--- config.mk ---
export PLATFORM = sky130hd
export DESIGN_NAME = apple_shadow_write_queue
export DESIGN_NICKNAME = d
export VERILOG_FILES = /design/src/rtl/apple_shadow_write_queue.sv
export SDC_FILE = /design/constraint.sdc
export NUM_CORES = 1
export LEC_CHECK = 0
export CORE_MARGIN = 1
export CORE_UTILIZATION = 64
export CTS_BUF_LIST = sky130_fd_sc_hd__clkbuf_8
export DETAILED_ROUTE_END_ITERATION = 10
export GPL_TIMING_DRIVEN = 0
export PLACE_DENSITY_LB_ADDON = 0.2
export SYNTH_ARGS = -nofsm -noshare
export SYNTH_HDL_FRONTEND = slang
export SYNTH_SLANG_ARGS = --single-unit
--- constraint.sdc ---
create_clock -name clk_logic -period 6.9 [get_ports clk_logic]
set_input_delay 1.38 -clock clk_logic [delete_from_list [all_inputs] [get_ports clk_logic]]
set_output_delay 1.38 -clock clk_logic [all_outputs]
set_load 0.02 [all_outputs]
--- src/rtl/apple_shadow_write_queue.sv ---
// Captures Apple II video-window bus writes, queues them and drains them to a wide-word RAM port.
// Latency: strobe at edge k -> mem_req_o after edge k+1; backpressure: mem_ack_i stalls drain, full queue drops and flags overflow.
module apple_shadow_write_queue #(
    parameter int NUM_BANKS    = 2,
    parameter int WORD_BYTES   = 4,
    parameter int FIFO_DEPTH   = 8,
    parameter int LINEARIZE_EN = 1,
    localparam int BW = (NUM_BANKS > 1) ? $clog2(NUM_BANKS) : 1,
    localparam int LW = $clog2(WORD_BYTES),
    localparam int AW = 16 - LW,
    localparam int PW = $clog2(FIFO_DEPTH),
    localparam int FW = PW + 1
) (
    input  logic                    clk_logic,
    input  logic                    system_reset,
    input  logic [15:0]             bus_addr_i,
    input  logic [7:0]              bus_data_i,
    input  logic                    bus_wr_strobe_i,
    input  logic [BW-1:0]           bus_bank_i,
    input  logic                    linearize_i,
    output logic                    mem_req_o,
    input  logic                    mem_ack_i,
    output logic [BW-1:0]           mem_bank_o,
    output logic [AW-1:0]           mem_addr_o,
    output logic [8*WORD_BYTES-1:0] mem_wdata_o,
    output logic [WORD_BYTES-1:0]   mem_be_o,
    output logic [FW-1:0]           fill_level_o,
    output logic                    overflow_o,
    input  logic                    clear_overflow_i
);

    generate
        if (NUM_BANKS < 1 || NUM_BANKS > 8)
            $error("NUM_BANKS must be 1..8");
        if (WORD_BYTES != 1 && WORD_BYTES != 2 && WORD_BYTES != 4 && WORD_BYTES != 8)
            $error("WORD_BYTES must be 1, 2, 4 or 8");
        if (FIFO_DEPTH < 2 || (FIFO_DEPTH & (FIFO_DEPTH - 1)) != 0)
            $error("FIFO_DEPTH must be a power of 2, at least 2");
    endgenerate

    typedef struct packed {
        logic [BW-1:0] bank;
        logic [15:0]   byte_addr;
        logic [7:0]    data;
    } entry_t;

    typedef enum logic {S_IDLE, S_REQ} state_t;

    state_t                  state_q, state_d;
    entry_t                  fifo_q [FIFO_DEPTH];
    logic [PW-1:0]           wr_ptr_q, rd_ptr_q;
    logic [FW-1:0]           fill_q, fill_d;
    logic                    ovf_q, ovf_d;
    logic                    mem_req_q;
    logic [BW-1:0]           mem_bank_q;
    logic [AW-1:0]           mem_addr_q;
    logic [8*WORD_BYTES-1:0] mem_wdata_q;
    logic [WORD_BYTES-1:0]   mem_be_q;

    logic        dec_vld;
    logic [15:0] dec_byte;
    logic [15:0] hires_off;
    logic        bank_ok;
    logic        full, empty;
    logic        push_req, push_ok, drop, load, pop;
    entry_t      head;
    logic [15:0] head_lane;

    always_comb begin
        dec_vld   = 1'b0;
        dec_byte  = '0;
        hires_off = bus_addr_i - 16'h2000;
        if (bus_addr_i >= 16'h2000 && bus_addr_i <= 16'h9FFF) begin
            dec_vld = 1'b1;
            // SHR linearize: even bytes fill the lower 16K, odd bytes the upper 16K.
            if (LINEARIZE_EN != 0 && linearize_i && bus_bank_i != '0)
                dec_byte = {1'b0, hires_off[0], hires_off[14:1]};
            else
                dec_byte = hires_off;
        end else if (bus_addr_i >= 16'h0400 && bus_addr_i <= 16'h0BFF) begin
            dec_vld  = 1'b1;
            dec_byte = 16'h8000 + (bus_addr_i - 16'h0400);
        end
    end

    generate
        if (NUM_BANKS == (1 << BW)) begin : g_bank_full
            assign bank_ok = 1'b1;
        end else begin : g_bank_cmp
            assign bank_ok = (32'(bus_bank_i) < 32'(NUM_BANKS));
        end
    endgenerate

    assign full     = (fill_q == FW'(FIFO_DEPTH));
    assign empty    = (fill_q == '0);
    assign push_req = bus_wr_strobe_i & dec_vld & bank_ok;
    assign push_ok  = push_req & (~full | pop);
    assign drop     = push_req & full & ~pop;

    assign head      = fifo_q[rd_ptr_q];
    assign head_lane = head.byte_addr & 16'(WORD_BYTES - 1);

    always_comb begin
        state_d = state_q;
        load    = 1'b0;
        pop     = 1'b0;
        case (state_q)
            S_IDLE: begin
                if (!empty) begin
                    load    = 1'b1;
                    state_d = S_REQ;
                end
            end
            S_REQ: begin
                if (mem_ack_i) begin
                    pop     = 1'b1;
                    state_d = S_IDLE;
                end
            end
            default: state_d = S_IDLE;
        endcase
    end

    always_comb begin
        fill_d = fill_q;
        case ({push_ok, pop})
            2'b10:   fill_d = fill_q + 1'b1;
            2'b01:   fill_d = fill_q - 1'b1;
            default: fill_d = fill_q;
        endcase
        // A new drop outranks a same-cycle clear.
        ovf_d = (ovf_q & ~clear_overflow_i) | drop;
    end

    // Storage needs no reset: occupancy is tracked by fill_q alone.
    always_ff @(posedge clk_logic) begin
        if (push_ok)
            fifo_q[wr_ptr_q] <= '{bank: bus_bank_i, byte_addr: dec_byte, data: bus_data_i};
    end

    always_ff @(posedge clk_logic or posedge system_reset) begin
        if (system_reset) begin
            state_q     <= S_IDLE;
            wr_ptr_q    <= '0;
            rd_ptr_q    <= '0;
            fill_q      <= '0;
            ovf_q       <= 1'b0;
            mem_req_q   <= 1'b0;
            mem_bank_q  <= '0;
            mem_addr_q  <= '0;
            mem_wdata_q <= '0;
            mem_be_q    <= '0;
        end else begin
            state_q <= state_d;
            fill_q  <= fill_d;
            ovf_q   <= ovf_d;
            if (push_ok)
                wr_ptr_q <= wr_ptr_q + 1'b1;
            if (pop) begin
                rd_ptr_q  <= rd_ptr_q + 1'b1;
                mem_req_q <= 1'b0;
            end
            if (load) begin
                mem_req_q   <= 1'b1;
                mem_bank_q  <= head.bank;
                mem_addr_q  <= AW'(head.byte_addr >> LW);
                mem_wdata_q <= {WORD_BYTES{head.data}};
                mem_be_q    <= WORD_BYTES'(1) << head_lane;
            end
        end
    end

    assign mem_req_o    = mem_req_q;
    assign mem_bank_o   = mem_bank_q;
    assign mem_addr_o   = mem_addr_q;
    assign mem_wdata_o  = mem_wdata_q;
    assign mem_be_o     = mem_be_q;
    assign fill_level_o = fill_q;
    assign overflow_o   = ovf_q;

endmodule
After elaboration in Yosys (flattened, before gate mapping)
Memories as Yosys holds them, arrays and structs flattened.
Index checks and enable logic that the tools add are counted.
{"block": "classes", "addsub": 7, "order_cmp": 4, "n_eq_ne": 3, "shifts": 1, "n_mux": 16, "bitwise": 11, "n_reduce_logical": 6}
{"op": "2-to-1 mux 16 bit", "count": 3}
{"op": "adder 16 bit (first input constant)", "count": 1}
{"op": ">= comparator 16 x 11 -> 1 bit (second input constant)", "count": 1}
{"op": ">= comparator 16 x 14 -> 1 bit (second input constant)", "count": 1}
{"op": "less-or-equal comparator 16 x 12 -> 1 bit (second input constant)", "count": 1}
{"op": "less-or-equal comparator 16 bit (second input constant)", "count": 1}
{"op": "subtractor 16 x 11 -> 16 bit (second input constant)", "count": 1}
{"op": "subtractor 16 x 14 -> 16 bit (second input constant)", "count": 1}
{"op": "2-to-1 mux 1 bit", "count": 11}
{"op": "case mux 4 bit (2 select lines)", "count": 1}
{"op": "adder 3 x 1 -> 3 bit (second input constant)", "count": 2}
{"op": "AND 1 bit", "count": 5}
{"op": "adder 4 x 1 -> 4 bit (second input constant)", "count": 1}
{"op": "equality test 4 bit (second input constant)", "count": 1}
{"op": "logical NOT 4 bit", "count": 1}
{"op": "inverter 1 bit", "count": 4}
{"op": "nonzero test 2 bit", "count": 2}
{"op": "<< shifter 1 x 2 -> 4 bit (first input constant)", "count": 1}
{"op": "subtractor 4 x 1 -> 4 bit (second input constant)", "count": 1}
{"op": "logical AND 1 bit", "count": 3}
{"op": "equality test 2 x 1 -> 1 bit (second input constant)", "count": 1}
{"op": "equality test 2 bit (second input constant)", "count": 1}
{"op": "bitwise OR 1 bit", "count": 2}
{"op": "case mux 1 bit (2 select lines)", "count": 1}
{"block": "totals", "reg_bits": 64, "ram_bits": 200, "in_bits": 31, "out_inout_bits": 57, "elab_cells": 59, "n_memories": 1}
{"name": "fifo_q", "words": 8, "width": 25, "rd": 1, "rd_clocked_by_memory_dff": 0, "wr": 1, "line": "50", "source": "entry_t fifo_q [FIFO_DEPTH];"}

Depth between registers and ports, before layout
Gate-level depths: netlist of run 1.
{"block": "depth", "ltp_word": 8, "mapped_depth": 12, "depth_no_buf": 12}

Worst setup path before layout of run 1
OpenSTA, ideal clock, no wires.
{"block": "synth_timing", "kind": "input port to flip-flop", "startpoint": "input bus_addr_i[1]", "endpoint": "memory fifo_q[2][0] (netlist name), enable pin", "setup_ns": 0.479, "arrival_ns": 5.481, "t_required_ns": 6.421, "slack_ns": 0.940, "cell_stages": 6, "n_path_buf": 0, "path_cell_list": "or4_1 -> o41ai_2 -> nand4_1 -> a21boi_2 -> nand2_1 -> nor4b_1"}
{"block": "synth_between", "elab_chain_cells": 8, "elab_cells_between_ends": 12, "classes_between": "4 x order compare; 4 x mux; 2 x bitwise; 2 x reduce/logical"}
{"item": "start, declared", "line": "16", "source": "input logic [15:0] bus_addr_i,"}
{"item": ">= comparator 16 x 11 -> 1 bit / less-or-equal comparator 16 x 12 -> 1 bit (equally long branches)", "line": "80", "source": "end else if (bus_addr_i >= 16'h0400 && bus_addr_i <= 16'h0BFF) begin"}
{"item": "logical AND 1 bit", "line": "80"}
{"item": "2-to-1 mux 1 bit", "line": "80"}
{"item": "2-to-1 mux 1 bit (*)", "line": "73", "source": "if (bus_addr_i >= 16'h2000 && bus_addr_i <= 16'h9FFF) begin"}
{"item": "AND 1 bit (*)", "line": "96", "source": "assign push_req = bus_wr_strobe_i & dec_vld & bank_ok;"}
{"item": "AND 1 bit (*)", "line": "97", "source": "assign push_ok = push_req & (~full | pop);"}
{"item": "2-to-1 mux 1 bit (*)", "line": "137", "source": "if (push_ok)"}
{"item": "2-to-1 mux 1 bit (implied by the code) (*)", "line": "138", "source": "fifo_q[wr_ptr_q] <= '{bank: bus_bank_i, byte_addr: dec_byte, data: bus_data_i};"}
{"item": "end, declared", "line": "50"}
Mark *: on every way between the ends. The rest lies on a longest branch, timed or not.

Worst setup path in the final report of run 1
{"block": "layout_timing", "startpoint": "input bus_addr_i[0]", "endpoint": "memory fifo_q[2][1] (netlist name), enable pin"}
The elaborated chain is that of the path after synthesis.

==> results.yml, run 1 <==
die:
  die_area_mm2: 0.01575
  fp.dieH_um: 125.5
  standard_cell_row_count: 44
  die_width_um: 125.5
  fp.coreArea_mm2: 0.01470
  number_of_i_o_pins: 88
  effective_utilization_at_floorplan: 0.6639
synthesis:
  post-synth-top-area-cell: "edfxtp_1"
  number_of_flops_mapped_to_enable_cells_by_yosys: 200
  synthArstFlopShare: 0.1667
  syn_area_mm2: 0.009758
  yosys_most_used_dff: "edfxtp_1"
  synthesis.nets: 575
  synth.yosys.seq_area_share: 0.7180
  number_of_instances_in_the_synthesized_netlist: 536
  netlist.area_leader.share: 0.6155
  ys_seq_elements: 240
  syn-mean-instance-area_um2: 18.21
  ys.warnings.count: 0
  netlist_top_cells_area: "edfxtp_1 62%, mux4_2 12%, dfrtp_1 10%, mux2i_1 3.0%, buf_4 1.8%"
  yosysUniqueCellTypes: 47
worst_hold_path:
  holdCritPathClass: "reg2reg"
  hold-path-endpoint: "mem_be_o[1]$_DFFE_PP0P_"
  timing.hold.worst.start: "mem_be_o[1]$_DFFE_PP0P_"
  holdPathStages: 2
worst_setup_path:
  rr_endpoint: "mem_addr_o[5]$_DFFE_PP0P_"
  crit_top_cell: "buf_4"
  timing.critical_path.to_type: "flop"
  cp_max_fo: 6
  critical-path-slowest-cell: "nor4b_2"
  regToRegStartpoint: "rd_ptr_q[1]$_DFFE_PP0P_"
  path_class: "in2reg"
  critical_path_cell_sequence: "clkdlybuf4s50_1, or4_1, o41ai_2, nand4_1, a21boi_2, nand2_1, nor4b_2, buf_4, buf_6, buf_4"
  r2r_setup_slack_ns: 4.11
  cp.arrival_ns: 4.82
  cp.required_ns: 7.10
  start_kind: "primary input"
  worst_r2r_path_depth: 6
  kind_of_cell_adding_the_most_delay_to_the_critical_path: "simple AND/OR/NAND/NOR gates"
  cp_slowest_stage_delay_ns: 0.67
  worstPathBufferInverterCount: 4
sta:
  timing.final.hold_violations: 0
  slew_violations: 0
  fmax_mhz: 216.2
  fin_crit_ns: 4.626
  timing.clock.skew_ns: 0.01343
  worst_slew_pin_slew_ns: 1.036
  fin_worst_hold_slack_ns: 0.4818
  maxSlewHeadroom: 0.3059
  report.final.setup_viol: 0
  fin_crit_sh: 0.6704
  grt_setup_unrepaired: "no"
clock_tree:
  cts_made_buffers: 36
  max-clock-path-buffers: 3
  htree_levels: 2
  cts_tree: "built"
  hold_buffers: 0
  cts_setup_buffers: 0
  cts_root_buf: "clkbuf_8"
  worstSkewPairLatency_ns: 0.49
  ctsResizeCount: 0
  cts.sinks: 240
  clk_pin_slew_worst_paths_ns: 0.06
outcome:
  outcome: "finished with violations"
  violations: "design-rule violations"
power_and_ir_drop:
  power.density_cell_area_mw_per_mm2: 398.9
  p_sw_mw: 1.512
  pwr-share-seq: 0.410
  power.leakage_nw: 4.267
  report.power.total_mw: 4.705
  power.clock.fraction: 0.219
  comb_power_share: 0.371
  power_switching_share: 0.3214
  peakVddDrop_v: 0.0002192
  internal_power_mw: 3.192
placement:
  number_of_cells_in_the_design_after_placement: 828
  dpl-instance-area_mm2: 0.01114
  gp_congestion: 0.7719
  count_of_buffers_from_port_buffering: 87
  hpwlAfterDp_mm: 13.79
run:
  cap_violations: 0
route:
  totalWireLength_mm: 20.33
  drtIter0Drc: 430
  antenna_left: 0
  via_count: 5527
  vias_per_cell: 6.196
  routed_wire_length_per_instance_um: 22.79
  dr.pass1.iters: 10
  drcViolationCount: 10
cells_and_area:
  layout-drive-gt1-share: 0.2302
  post-route-cell-area_mm2: 0.01179
  fin_nets: 721
  syn2layout_area_growth_pct: 20.86
  diodes: 0
  finish.utilization: 0.8023
  final-instance-count-excl-fill: 892
global_routing:
  first_pass_grt_wire_length_mm: 31.43
  grt_overflow: 0
  track_usage: 0.2726
  vias_in_the_first_global_route: 5734
  grt_antenna_before_repair: 0
  grt_start_max_net_pins: 26
layout by cell type (no fill, tap or decap), types with 3 or more instances in the layout:
cell type / instances
a21oi_1: 3
a22o_1: 8
buf_1: 5
buf_2: 4
buf_4: 30
buf_6: 14
clkbuf_1: 15
clkbuf_8: 42
clkdlybuf4s50_1: 87
dfrtp_1: 40
edfxtp_1: 200
ha_1: 8
inv_1: 27
mux2i_1: 29
mux4_2: 50
nand2_1: 38
nand2b_1: 3
nand3_1: 4
nand4_1: 4
nor2_1: 9
nor3_1: 3
o21ai_0: 30
o22ai_1: 5
o31ai_1: 3
xnor2_1: 7
xor2_1: 3
metal layers:
| layer | wire [µm] | share of wire | GRT usage | up-vias |
|---|---|---|---|---|
| met4 | 498 | 0.025 | 0.08608 | 0 |
| met3 | 1618 | 0.080 | 0.05862 | 39 |
| met5 | 0 | 0 | 0 | - |
| met2 | 10500 | 0.52 | 0.4794 | 301 |
| met1 | 7703 | 0.38 | 0.3406 | 2795 |
| li1 | - | - | - | 2392 |
state kept, by name (all words and copies together), names as in the netlist:
name / count
fifo_q: 200
fill_level_o: 4
mem_addr_o: 14
mem_bank_o: 1
mem_be_o: 4
mem_req_o: 1
mem_wdata_o: 8
overflow_o: 1
rd_ptr_q: 3
state_q: 1
wr_ptr_q: 3
stage by stage:
step,TNS (ns),setup slack [ns]
final,0,2.274
after detailed placement,0,1.785
after CTS,0,2.297
after global routing,0,2.095
after global placement,-158.17,-2.271
after floorplan,0,0.9396
worst max-delay path by stage:
| stage | startpoint | endpoint | slack [ns] | cells after the start |
|---|---|---|---|---|
| 2_1_floorplan | bus_addr_i[1] | fifo_q[2][0]$_DFFE_PP_ | 0.94 | 6 |
| 3_3_place_gp | bus_addr_i[0] | fifo_q[2][0]$_DFFE_PP_ | -2.27 | 7 |
| 3_5_place_dp | bus_addr_i[0] | fifo_q[2][0]$_DFFE_PP_ | 1.78 | 10 |
| 4_1_cts | bus_addr_i[0] | fifo_q[2][1]$_DFFE_PP_ | 2.30 | 10 |
| 5_1_grt | bus_addr_i[1] | fifo_q[2][1]$_DFFE_PP_ | 2.09 | 10 |
| 6_report | bus_addr_i[0] | fifo_q[2][1]$_DFFE_PP_ | 2.27 | 10 |
final cells by class:
type / instances / area, µm²
Timing Repair Buffer: 108 / 1105
Multi-Input combinational cell: 238 / 2470
Inverter: 8 / 30.03
Fill cell: 764 / 2905
Tap cell: 184 / 230.2
Clock inverter: 23 / 87.58
Buffer: 50 / 300.3
Sequential cell: 240 / 7007
Clock buffer: 41 / 564.3
worst register-to-register path, cell delays in order, from the launching register on:
cell and delay, ns:
dfrtp_1 0.35, clkbuf_1 0.33, clkbuf_1 0.55, clkbuf_1 0.66
mux4_2 0.41, mux2i_1 0.22, o21ai_0 0.12
kinds of logic (layout without fill, tap and decap cells):
kind of cell / Yosys count / after routing / synth area share
AOI/OAI and AO/OA: 61 / 61 / 0.04270
xor gates and xnor gates: 10 / 10 / 0.008976
adders and majority gates: 8 / 8 / 0.01026
buffers and inverters: 58 / 230 / 0.03385
DFF: 240 / 240 / 0.7180
muxes: 81 / 81 / 0.1475
and+or+nand+nor: 78 / 78 / 0.03872
power groups by stage:
stage	Clock (mW)	Sequential, mW	Combinational [mW]
4_1_cts	1.04	1.93	1.76
3_3_place_gp	0	1.94	1.66
5_1_grt	1.11	1.95	1.87
2_1_floorplan	0	2.03	0.992
3_5_place_dp	0	1.95	1.75
6_report	1.03	1.93	1.75
cell usage after synthesis, types with 2 or more instances:
cell type / n
a21oi_1: 3
a22o_1: 8
a22o_2: 2
buf_1: 5
buf_2: 4
buf_4: 24
clkbuf_1: 15
dfrtp_1: 40
edfxtp_1: 200
ha_1: 8
inv_1: 8
mux2_2: 2
mux2i_1: 29
mux4_2: 50
nand2_1: 38
nand2b_1: 3
nand3_1: 4
nand4_1: 4
nor2_1: 10
nor3_1: 5
nor3b_1: 3
o21ai_0: 30
o22ai_1: 5
o31ai_1: 3
or3_1: 2
or4_1: 2
xnor2_1: 7
xor2_1: 3
No activity file was read; power rests on OpenSTA's default activity.
==> run 2, diff against run 1 <==
--- a/config.mk
+++ b/config.mk
@@ -6,7 +6,7 @@
 export NUM_CORES = 1
 export LEC_CHECK = 0
 export CORE_MARGIN = 1
-export CORE_UTILIZATION = 64
+export CORE_UTILIZATION = 59
 export CTS_BUF_LIST = sky130_fd_sc_hd__clkbuf_8
 export DETAILED_ROUTE_END_ITERATION = 10
 export GPL_TIMING_DRIVEN = 0
==> constraint.sdc (replaced) <==
create_clock -name clk_logic -period 4.8 [get_ports clk_logic]
set_input_delay 0.96 -clock clk_logic [delete_from_list [all_inputs] [get_ports clk_logic]]
set_output_delay 0.96 -clock clk_logic [all_outputs]
set_load 0.02 [all_outputs]
==> results.yml, run 2 (synthesized netlist as in run 1, its figures left out) <==
outcome:
  outcome: "finished clean"
cells_and_area:
  largest_register: "fifo_q"
  fin_nets: 719
  finish.utilization: 0.7438
  layout-drive-gt1-share: 0.2341
  largest_reg_flops: 200
  most_frequent_standard_cell_in_the_layout_excluding_fill_and_tap_cells: "edfxtp_1"
  syn2layout_area_growth_pct: 21.96
  final-instance-count-excl-fill: 925
  most-common-layout-cells: "200 x edfxtp_1, 87 x clkdlybuf4s50_1, 50 x mux4_2, 44 x clkbuf_8, 40 x dfrtp_1"
  diodes: 0
sta:
  fmax_mhz: 236.6
  fin_crit_ns: 4.226
  worst_slew_pin_slew_ns: 0.9714
  slew_violations: 0
  maxSlewHeadroom: 0.3508
  timing.final.hold_violations: 0
  report.final.setup_viol: 0
  fin_worst_hold_slack_ns: 0.4811
  accumulated_negative_setup_slack_ns: 0
  grt_setup_unrepaired: "no"
  timing.clock.skew_ns: 0.02141
  fin_crit_sh: 0.8805
route:
  via_count: 5516
  antenna_left: 0
  totalWireLength_mm: 19.99
  drcViolationCount: 0
  vias_per_cell: 5.963
  dr.pass1.iters: 4
  routed_wire_length_per_instance_um: 21.61
  drtIter0Drc: 548
placement:
  number_of_cells_in_the_design_after_placement: 856
  hpwlAfterDp_mm: 13.44
  count_of_buffers_from_port_buffering: 87
  gp_congestion: 0.8123
clock_tree:
  htree_levels: 2
  worstSkewPairLatency_ns: 0.51
  hold_buffers: 0
  clk_pin_slew_worst_paths_ns: 0.06
  cts.sinks: 240
  cts_made_buffers: 38
  cts_setup_buffers: 0
  max-clock-path-buffers: 3
  cts_root_buf: "clkbuf_8"
  cts_tree: "built"
  ctsResizeCount: 0
global_routing:
  grt_antenna_before_repair: 0
  grt_start_max_net_pins: 28
  grt_overflow: 0
  vias_in_the_first_global_route: 5596
  first_pass_grt_wire_length_mm: 30.66
  track_usage: 0.2498
worst_setup_path:
  cp_max_fo: 9
  critical-path-slowest-cell: "nor3_2"
  timing.critical_path.to_type: "flop"
  start_kind: "primary input"
  cp.arrival_ns: 4.43
  cp_slowest_stage_delay_ns: 0.81
  path_class: "in2reg"
  critical_path_cell_sequence: "clkdlybuf4s50_1, or4_1, o41ai_2, nand4_1, a21boi_2, nand2_1, nor3_2, buf_8, buf_6"
  cp.required_ns: 5.00
power_and_ir_drop:
  power.leakage_nw: 4.268
  peakVddDrop_v: 0.0003592
  power.density_cell_area_mw_per_mm2: 574.4
  report.power.total_mw: 6.836
die:
  die_area_mm2: 0.01706
  number_of_i_o_pins: 88
  standard_cell_row_count: 46
  die_width_um: 130.6
  fp.dieH_um: 130.6
  effective_utilization_at_floorplan: 0.6099
  fp.coreArea_mm2: 0.01600
run:
  cap_violations: 0
worst_hold_path:
  holdCritPathClass: "reg2reg"
==> run 2: power breakdown <==
part / internal [mW] / total (mW) / switching, mW
Combinational: 1.23 / 2.50 / 1.26
Sequential: 2.59 / 2.77 / 0.183
Clock: 0.820 / 1.57 / 0.750
Total: 4.64 / 6.84 / 2.20
==> run 2: final cells by class <==
class / instances / area (µm²)
multi-input combinational: 238 / 2500
tap: 216 / 270.3
inverter: 8 / 30.03
sequential: 240 / 7007
clock buffer: 43 / 591.8
fill: 954 / 4099
timing repair buffer: 104 / 1097
buffer: 50 / 300.3
clock inverter: 26 / 105.1
==> run 2: worst max-delay path: cells and delay by family <==
| family | cells | cell delay [ns] |
|---|---|---|
| and+or+nand+nor | 4 | 1.86 |
| AOI/OAI and AO/OA | 2 | 0.69 |
| buffers and inverters | 3 | 0.90 |
==> run 2: metal layers <==
layer  global-route usage  up-vias  routed length [µm]
met2               0.4065      246                9866
met1               0.3496     2838                8216
met4              0.07978        0                 485
li1                     -     2390                   -
met5                    0        -                   0
met3              0.04438       42                1421
==> run 2: worst paths after layout <==
check / end / startpoint / slack, ns / cells after the start
max reg2reg: mem_addr_o[5]$_DFFE_PP0P_ / rd_ptr_q[1]$_DFFE_PP0P_ / 2.01 / 6
min reg2reg: mem_be_o[0]$_DFFE_PP0P_ / mem_be_o[0]$_DFFE_PP0P_ / 0.48 / 2
max in group asynchronous: fill_level_o[0]$_DFFE_PP0P_ / system_reset / 3.52 / 3
min: mem_be_o[0]$_DFFE_PP0P_ / mem_be_o[0]$_DFFE_PP0P_ / 0.48 / 2
min in group asynchronous: mem_addr_o[9]$_DFFE_PP0P_ / system_reset / 0.75 / 2
max: fifo_q[6][24]$_DFFE_PP_ / bus_addr_i[1] / 0.57 / 9
==> run 2: stage by stage <==
step / area, µm² / worst slack [ns]
floorplan: 9781 / 0.1242
global placement: 10920 / -2.299
detailed placement: 11200 / 0.04383
CTS: 11900 / 0.5676
global route: 11900 / 0.3952
finish: 11900 / 0.5737
==> run 3, diff against run 2 <==
--- a/config.mk
+++ b/config.mk
@@ -5,12 +5,14 @@
 export SDC_FILE = /design/constraint.sdc
 export NUM_CORES = 1
 export LEC_CHECK = 0
+export CAP_MARGIN = 20
 export CORE_MARGIN = 1
 export CORE_UTILIZATION = 59
 export CTS_BUF_LIST = sky130_fd_sc_hd__clkbuf_8
 export DETAILED_ROUTE_END_ITERATION = 10
 export GPL_TIMING_DRIVEN = 0
 export PLACE_DENSITY_LB_ADDON = 0.2
+export SLEW_MARGIN = 20
 export SYNTH_ARGS = -nofsm -noshare
 export SYNTH_HDL_FRONTEND = slang
 export SYNTH_SLANG_ARGS = --single-unit
==> results.yml, run 3 (synthesized netlist as in run 1, its figures left out) <==
power_and_ir_drop:
  power.leakage_nw: 4.315
  power.clock.fraction: 0.242
  internal_power_mw: 4.752
  p_sw_mw: 2.210
  comb_power_share: 0.360
  report.power.total_mw: 6.963
  power_switching_share: 0.3175
  pwr-share-seq: 0.398
  power.density_cell_area_mw_per_mm2: 580.9
  peakVddDrop_v: 0.0003605
sta:
  worst_slew_pin_slew_ns: 0.9067
  slew_violations: 0
  fin_crit_ns: 4.140
  fin_worst_hold_slack_ns: 0.4794
  fin_crit_sh: 0.8625
  final.setup.worst_slack_ns: 0.6598
  report.final.setup_viol: 0
  timing.final.hold_violations: 0
  grt_setup_unrepaired: "no"
  accumulated_negative_setup_slack_ns: 0
  maxSlewHeadroom: 0.3923
  fmax_mhz: 241.5
  timing.clock.skew_ns: 0.01816
clock_tree:
  cts_tree: "built"
  worstSkewPairLatency_ns: 0.51
  hold_buffers: 0
  max-clock-path-buffers: 3
  cts_root_buf: "clkbuf_8"
  cts_made_buffers: 38
  cts.sinks: 240
  ctsResizeCount: 0
  clk_pin_slew_worst_paths_ns: 0.06
  htree_levels: 2
  cts_setup_buffers: 0
cells_and_area:
  diodes: 0
  most-common-layout-cells: "200 x edfxtp_1, 87 x clkdlybuf4s50_1, 50 x mux4_2, 44 x clkbuf_8, 40 x dfrtp_1"
  fin_nets: 723
  most_frequent_standard_cell_in_the_layout_excluding_fill_and_tap_cells: "edfxtp_1"
  syn2layout_area_growth_pct: 22.82
  layout-drive-gt1-share: 0.2384
  largest_register: "fifo_q"
  largest_reg_flops: 200
placement:
  gp_congestion: 0.8123
  post-place-ws_ns: 0.1358
  hpwlAfterDp_mm: 13.54
  count_of_buffers_from_port_buffering: 87
route:
  routed_wire_length_per_instance_um: 21.83
  via_count: 5507
  vias_per_cell: 5.928
  totalWireLength_mm: 20.28
  drcViolationCount: 0
  dr.pass1.iters: 5
  drtIter0Drc: 562
  antenna_left: 0
worst_setup_path:
  setup.worst_path.end: "fifo_q[1][12]$_DFFE_PP_"
  start_kind: "primary input"
  rr_endpoint: "mem_addr_o[8]$_DFFE_PP0P_"
  r2r_setup_slack_ns: 2.00
  path_class: "in2reg"
  regToRegStartpoint: "rd_ptr_q[1]$_DFFE_PP0P_"
  timing.critical_path.to_type: "flop"
  cp.required_ns: 5.01
  cp_max_fo: 10
  setup.worst_path.start: "bus_addr_i[0]"
  cp.arrival_ns: 4.35
  worst_r2r_path_depth: 6
outcome:
  outcome: "finished clean"
global_routing:
  track_usage: 0.2516
  grt_overflow: 0
  vias_in_the_first_global_route: 5676
  grt_start_max_net_pins: 28
  grt_antenna_before_repair: 0
  first_pass_grt_wire_length_mm: 30.81
die:
  number_of_i_o_pins: 88
  effective_utilization_at_floorplan: 0.6099
  die_area_mm2: 0.01706
  standard_cell_row_count: 46
  fp.dieH_um: 130.6
  fp.coreArea_mm2: 0.01600
  die_width_um: 130.6
run:
  cap_violations: 0
worst_hold_path:
  holdCritPathClass: "reg2reg"
  holdPathStages: 2
[run 3: routing by layer]
layer	share of wire	up-vias	track usage	routed length (µm)
li1	-	2389	-	-
met1	0.40	2807	0.3466	8194
met2	0.49	272	0.4074	10030
met3	0.080	39	0.04845	1612
met4	0.022	0	0.09060	438
met5	0	-	0	0
[run 3: cell type report]
| cell class | count | area [µm²] |
|---|---|---|
| flip-flops and latches | 240 | 7007 |
| fillers | 947 | 4015 |
| multi-input cells | 238 | 2500 |
| repair buffers | 108 | 1129 |
| clock buffers | 43 | 591.8 |
| plain buffers | 50 | 300.3 |
| well taps | 216 | 270.3 |
| clock inverters | 26 | 157.7 |
| inverters | 8 | 30.03 |
[run 3: how the worst min path moves through the flow]
stage / startpoint / end / slack [ns]
floorplan: state_q$_DFF_PP0_ / state_q$_DFF_PP0_ / 0.57
global placement: mem_be_o[1]$_DFFE_PP0P_ / mem_be_o[1]$_DFFE_PP0P_ / 0.46
detailed placement: mem_bank_o$_DFFE_PP0P_ / mem_bank_o$_DFFE_PP0P_ / 0.47
CTS: mem_bank_o$_DFFE_PP0P_ / mem_bank_o$_DFFE_PP0P_ / 0.49
global route: mem_bank_o$_DFFE_PP0P_ / mem_bank_o$_DFFE_PP0P_ / 0.51
finish: mem_bank_o$_DFFE_PP0P_ / mem_bank_o$_DFFE_PP0P_ / 0.48
[run 3: stage by stage]
| stage | instances | utilization | cell area, µm² |
|---|---|---|---|
| 4_1_cts | 929 | 0.7491 | 11990 |
| 2_1_floorplan | 536 | - | 9781 |
| 3_3_place_gp | 839 | 0.6826 | 10920 |
| 5_1_grt | 929 | 0.7491 | 11990 |
| 3_5_place_dp | 860 | 0.7022 | 11240 |
| 6_report | 929 | 0.7491 | 11990 |
[run 3: worst max-delay path, cell delays in order]
cell,delay (ns)
clkdlybuf4s50_1,0.49
or4_1,0.54
o41ai_2,0.35
nand4_1,0.20
buf_6,0.20
a21oi_4,0.24
nand2_1,0.27
nor3_2,0.47
buf_4,0.26
buf_4,0.18
buf_6,0.17
[run 3: power by group through the flow]
stage	sequential [mW]	clock, mW	combinational (mW)
after floorplan	2.92	0	1.43
after global placement	2.79	0	2.39
after detailed placement	2.81	0	2.53
after CTS	2.77	1.70	2.54
after global routing	2.80	1.79	2.70
final	2.77	1.68	2.51
